### src/rtl/somador2comp_uc.sv
// somador2comp_uc: sequencer and sign-magnitude to two's-complement decoder
// for the two's-complement adder datapath.
module somador2comp_uc #(
    parameter int unsigned N = 5
) (
    input  logic         clk,
    input  logic         RESET,
    input  logic         iniciar,
    input  logic [N:0]   result_sm,
    output logic         loadAB,
    output logic         loadmagAB,
    output logic         comp_mag,
    output logic         comp_sinais,
    output logic         soma_sub,
    output logic         loadRES,
    output logic [N:0]   soma,
    output logic         pronto,
    output logic         ocupado,
    output logic [7:0]   n_ops
);

    localparam int unsigned W      = N + 1;
    localparam int unsigned NSTB   = 6;
    localparam int unsigned CNT_W  = 8;

    typedef enum logic [3:0] {
        S_IDLE     = 4'd0,
        S_LOAD_AB  = 4'd1,
        S_LOAD_MAG = 4'd2,
        S_COMP_MAG = 4'd3,
        S_COMP_SIN = 4'd4,
        S_SOMA_SUB = 4'd5,
        S_LOAD_RES = 4'd6,
        S_CAPTURA  = 4'd7,
        S_DONE     = 4'd8
    } state_t;

    state_t              r_state;
    state_t              w_next;
    logic [NSTB-1:0]     w_strobe;
    logic [NSTB-1:0]     r_strobe;
    logic [W-1:0]        w_soma_dec;
    logic [N-1:0]        w_mag;
    logic                w_sign;
    logic [W-1:0]        r_soma;
    logic                r_pronto;
    logic                r_ocupado;
    logic [CNT_W-1:0]    r_n_ops;

    // State register
    always_ff @(posedge clk) begin
        if (RESET) begin
            r_state <= S_IDLE;
        end else begin
            r_state <= w_next;
        end
    end

    // Next-state logic; unused encodings fall back to IDLE
    always_comb begin
        w_next = S_IDLE;
        case (r_state)
            S_IDLE:     w_next = iniciar ? S_LOAD_AB : S_IDLE;
            S_LOAD_AB:  w_next = S_LOAD_MAG;
            S_LOAD_MAG: w_next = S_COMP_MAG;
            S_COMP_MAG: w_next = S_COMP_SIN;
            S_COMP_SIN: w_next = S_SOMA_SUB;
            S_SOMA_SUB: w_next = S_LOAD_RES;
            S_LOAD_RES: w_next = S_CAPTURA;
            S_CAPTURA:  w_next = S_DONE;
            S_DONE:     w_next = S_IDLE;
            default:    w_next = S_IDLE;
        endcase
    end

    // Strobe decode from the upcoming state so registered strobes line up with the state
    always_comb begin
        w_strobe = '0;
        case (w_next)
            S_LOAD_AB:  w_strobe = 6'b100000;
            S_LOAD_MAG: w_strobe = 6'b010000;
            S_COMP_MAG: w_strobe = 6'b001000;
            S_COMP_SIN: w_strobe = 6'b000100;
            S_SOMA_SUB: w_strobe = 6'b000010;
            S_LOAD_RES: w_strobe = 6'b000001;
            default:    w_strobe = '0;
        endcase
    end

    // Sign-magnitude to two's complement; negative zero maps to zero
    always_comb begin
        w_sign     = result_sm[N];
        w_mag      = result_sm[N-1:0];
        w_soma_dec = {1'b0, w_mag};
        if (w_sign && (w_mag != '0)) begin
            w_soma_dec = W'(~{1'b0, w_mag} + W'(1));
        end
    end

    // Registered outputs: strobes, status, captured sum and op counter
    always_ff @(posedge clk) begin
        if (RESET) begin
            r_strobe  <= '0;
            r_soma    <= '0;
            r_pronto  <= 1'b0;
            r_ocupado <= 1'b0;
            r_n_ops   <= '0;
        end else begin
            r_strobe  <= w_strobe;
            r_pronto  <= (w_next == S_DONE);
            r_ocupado <= (w_next != S_IDLE);
            if (r_state == S_CAPTURA) begin
                r_soma <= w_soma_dec;
            end
            if (w_next == S_DONE) begin
                r_n_ops <= r_n_ops + CNT_W'(1);
            end
        end
    end

    assign loadAB      = r_strobe[5];
    assign loadmagAB   = r_strobe[4];
    assign comp_mag    = r_strobe[3];
    assign comp_sinais = r_strobe[2];
    assign soma_sub    = r_strobe[1];
    assign loadRES     = r_strobe[0];
    assign soma        = r_soma;
    assign pronto      = r_pronto;
    assign ocupado     = r_ocupado;
    assign n_ops       = r_n_ops;

endmodule

### config.mk
export PLATFORM = sky130hd
export DESIGN_NAME = somador2comp_uc
export DESIGN_NICKNAME = d
export VERILOG_FILES = /design/src/rtl/somador2comp_uc.sv
export SDC_FILE = /design/constraint.sdc
export NUM_CORES = 1
export LEC_CHECK = 0
export ABC_CLOCK_PERIOD_IN_PS = 1800
export BUFFER_PORTS_ARGS = -buffer_cell sky130_fd_sc_hd__buf_2
export CAP_MARGIN = 30
export CORE_MARGIN = 5
export CORE_UTILIZATION = 40
export DETAILED_ROUTE_END_ITERATION = 12
export GPL_ROUTABILITY_DRIVEN = 0
export SLEW_MARGIN = 10
export SYNTH_ARGS = -nofsm -noshare
export SYNTH_HDL_FRONTEND = slang
export SYNTH_SLANG_ARGS = --single-unit
### constraint.sdc
create_clock -name clk -period 1.8 [get_ports clk]
set_input_delay 0.18 -clock clk [delete_from_list [all_inputs] [get_ports clk]]
set_output_delay 0.18 -clock clk [all_outputs]
set_load 0.05 [all_outputs]
* After elaboration in Yosys (flattened, before gate mapping)
Index checks and enable logic that the tools add are counted.
** Word-level totals
- Register bits after elaboration :: 26
- Input port bits :: 9
- Output and inout port bits :: 22
- Logic and storage cells :: 31
** Operators by class
- Add/sub/neg operators :: 2
- Eq/ne operators :: 14
- Muxes and demuxes :: 4
- Bitwise operators :: 1
- Reduce and logical (&&, ||, !) cells :: 4
** Operator list (number)
- $pmux W6 S6 :: 1
- $pmux W4 S8 :: 1
- $eq A4 B3 Y1 const B :: 7
- $eq A4 B2 Y1 const B :: 4
- $add A8 B1 Y8 const B :: 1
- $eq A4 B1 Y1 const B :: 2
- $add A6 B1 Y6 const B :: 1
- $mux W6 :: 1
- $not A5 Y6 :: 1
- $reduce_bool A5 Y1 :: 1
- $eq A4 B4 Y1 const B :: 1
- $logic_not A4 Y1 :: 1
- $reduce_bool A4 Y1 :: 1
- $logic_and A1 B1 Y1 :: 1
- $mux W1 :: 1

* Depth between registers and ports, before layout
- Depth after elaboration :: 4
- Gate-level depth with buffers :: 7
- Depth with buffers taken out :: 7

* Worst setup path before layout
No wires, ideal clock.
- Path type :: register to register
- Start point :: register r_n_ops[0] (netlist: n_ops[0])
- End point :: register r_n_ops[6] (netlist: n_ops[6])
- Arrival time :: 1586 ps
- Data required time :: 1730 ps
- Path slack :: 144 ps
- Stages on the path, launching flop included :: 5
- Path buffers :: 0
- Clock period less this slack :: 1656 ps
- Cell sequence :: dfxtp_1 ha_1 nand3_1 or4_1 a21oi_1
** On the way
- Cells in the longest elaborated chain, start to end :: 1
** RTL lines
- start, declared :: RTL line 48 : logic [CNT_W-1:0] r_n_ops;
- start signal, assigned :: RTL line 116 : r_n_ops <= r_n_ops + CNT_W'(1);
- $add A8 B1 Y8 :: RTL line 116
No other way between the ends.
A chain may end at the register's enable or synchronous reset.

* Worst setup path in the final report
- Start point :: register r_state[1]
- End point :: register r_n_ops[3] (netlist: n_ops[3])
** On the way
- Cells in the longest elaborated chain, start to end :: 3
- Elaborated cells on any way between the ends :: 10
** RTL lines
- start, declared :: RTL line 38 : state_t r_state;
- start signal, assigned :: RTL line 55 : r_state <= w_next;
- $eq A4 B3 Y1 (tied with other cells) :: RTL line 62 : case (r_state)
- $pmux W4 S8 (*) :: RTL line 62
- $eq A4 B4 Y1 (*) :: RTL line 115 : if (w_next == S_DONE) begin
Every way passes the cells marked *; elsewhere a longest branch is shown, timed or not.

==> impl_results.md <==
- # fillers: approximately 260
- Buffers plus inverters on the worst setup path: 1
- CP max-delay cell: dfxtp_1
- DR iter-0 viols: 11
- Final period util: 0.862
- Power Density: around 850 mW/mm^2
- Worst path cell trace: nand4b_2 > buf_4 > or3_1 > a21oi_1
- Synthesized net count: ~130
- Clock slew at reported path FFs: between 0.1 and 0.15 ns
- Gate Count Post-Synth: ~110
- Slew @ Worst Pin: between 0.3 and 0.4 ns
- Max layer used: met4
- Commonest non-fill, non-tap cell in the layout: buf_2
- Hold/Removal Path Class: input port to flip-flop
- WL met2: 941 um
- Main flop type after synthesis: dfxtp_1
- DR DRC count: 0
- LEAKAGE: approximately 0.57 nW
- Startpoint Class: flip-flop
- First-pass DRT Iterations: 4
- Die footprint: between 0.003 and 0.004 mm^2
- Die outline height: around 61 um
- TNS Setup: 0 ns
- Vias in the first global route: 794
- Syn. warnings: 0
- Nature of the critical path endpoint: flip-flop
- Largest net degree at the start of global routing: 19
- Synth async-reset ratio: 0
- Hold_buf cts: 0
- Peak supply drop: just over 0.4 mV
- Place WS: roughly 0.11 ns
- First-pass GRT wire length: 3430 um
- Delay-heaviest family, CP: simple AND/OR/NAND/NOR gates
- Final ANT Viol Nets: 0
- Total gr overflow: 0
- Hold Vio Cnt, Final: 0
- Antenna violations before repair: 0
- Final HPWL from detailed placement: 1600 um
- Peak Freq: approximately 640 MHz
- ANT cells: 0
- Worst skew pair latency: slightly above 0.3 ns
- Library cells used by synthesis: 28
- Required @ worst endpoint: about 2.1 ns
- Number of CTS-inserted buffers: 3
- Synth-to-Final Area Change: 22.6%
- Port bufs: 30
- Max_slew headroom: 0.752
- Setup ws final: ~0.25 ns
- Number of flops mapped to enable cells by yosys: 0
- NumNets Final: approximately 160
- Core Box Area: between 0.002 and 0.0025 mm^2
- Syn avg cell area: slightly above 9 um^2
- Yosys reg bits: 26
- WP data arrival: 1.80 ns
- CTS Root Cell: clkbuf_4
- Die X: around 61 um
- Tot Pwr: between 1 and 1.5 mW
- Post-Syn Area: 0.00104 mm^2
- Vias: just under 900
- Post-Route WL: between 2000 and 2500 um
- Tmin final: around 1.6 ns
- Worst clock skew: 0.00288 ns
- CTS Sinks: 26
- # Post-CTS Setup Buffers: 0
- Final Max Tran Viols: 0
- Average wire per standard cell: approximately 12 um
- Worst-path maximum fanout: 9
- Total GRT Usage: 0.123
- Post_cts resized: 0
- Row count: 18
- Setup violations, final: 0
- Ports: 31
- Register area share after synthesis: 0.500
- RSZ-0062 raised after global routing: no
- Max_cap viols: 0
- DR WL met3: 129 um
- Setup CP Type: flip-flop to flip-flop
- Via density: approximately 5
- Clk buf depth: 2
- Share of post-route cells with drive strength above 1: 0.269
- Status: complete, no violations
- Hold Slack: 0.106 ns
- CTS tree: yes
- M1 WL: approximately 1000 um
- H-tree Lvls: 1
- Most frequent cells in the layout: buf_2 (30), dfxtp_1 (26), nor2_1 (10)
- Initial Util: 0.420
- Max incr delay on CP: a little under 0.5 ns
==> metal layers <==
layer | global-route usage | vias to the layer above
met1 | 0.163 | 401
met5 | 0 | -
met3 | 0.0377 | 2
met4 | 0.0557 | 0
li1 | - | 463
met2 | 0.185 | 18
==> logic make-up (layout without fill, tap and decap cells) <==
kind of cell    count (synthesis)  in the layout  share of synthesized area
fa+ha+maj                       3              3                     0.0361
xor+xnor                        3              3                     0.0252
compound gates                 20             20                      0.115
flops                          26             26                      0.500
simple gates                   46             46                      0.245
buf+inv                        13             44                     0.0481
mux                             3              3                     0.0300
==> metrics by stage <==
stage	cells	util	cell area [um^2]
floorplan	114	-	1040
global placement	171	0.494	1220
detailed placement	171	0.494	1220
CTS	175	0.515	1280
global route	175	0.515	1280
finish	175	0.515	1280
==> synthesized netlist by cell type, types with 2 or more instances <==
master     n  area share
inv_1      8       0.029
or4_1      2       0.014
nor4_1     3       0.018
clkbuf_1   4       0.014
mux2i_1    2       0.019
nor3b_1    2       0.014
or3_1      4       0.024
nor2b_1    2       0.012
o31ai_1    3       0.022
o21ai_0    3       0.014
nor2_1    10       0.036
a211oi_1   5       0.036
ha_1       3       0.036
nor3_1     7       0.034
dfxtp_1   26        0.50
nand3_1    2      0.0096
xnor2_1    3       0.025
nand2_1    7       0.025
a21oi_1    9       0.043
==> registers in the layout, indices dropped and copies added, names as in the netlist <==
name,flops
r_state,4
ocupado,1
pronto,1
n_ops,8
r_strobe,6
soma,6
==> worst paths after layout <==
check / from / endpoint / slack [ns] / cells after the start
setup / recovery: r_state[1]$_SDFF_PP0_ / n_ops[3]$_SDFFE_PP0P_ / 0.25 / 4
hold / removal: iniciar / r_strobe[5]$_SDFF_PP0_ / 0.11 / 2
setup reg to reg: r_state[1]$_SDFF_PP0_ / n_ops[3]$_SDFFE_PP0P_ / 0.25 / 4
hold reg to reg: soma[0]$_SDFFE_PP0N_ / soma[0]$_SDFFE_PP0N_ / 0.47 / 2
==> cell type report <==
type	count	area, um^2	share of cell area
Sequential cell	26	520	0.408
Multi-Input combinational cell	75	470	0.369
Timing Repair Buffer	32	165	0.129
Tap cell	30	37.5	0.0294
Clock inverter	1	30.0	0.0235
Inverter	8	30.0	0.0235
Clock buffer	3	22.5	0.0176
==> report_power, final <==
part,leakage (nW),internal [mW],switching [mW]
clock,0.0279,0.225,0.166
combinational,0.328,0.0309,0.0631
sequential,0.211,0.588,0.0116
Power figures use the tool's default switching activity.
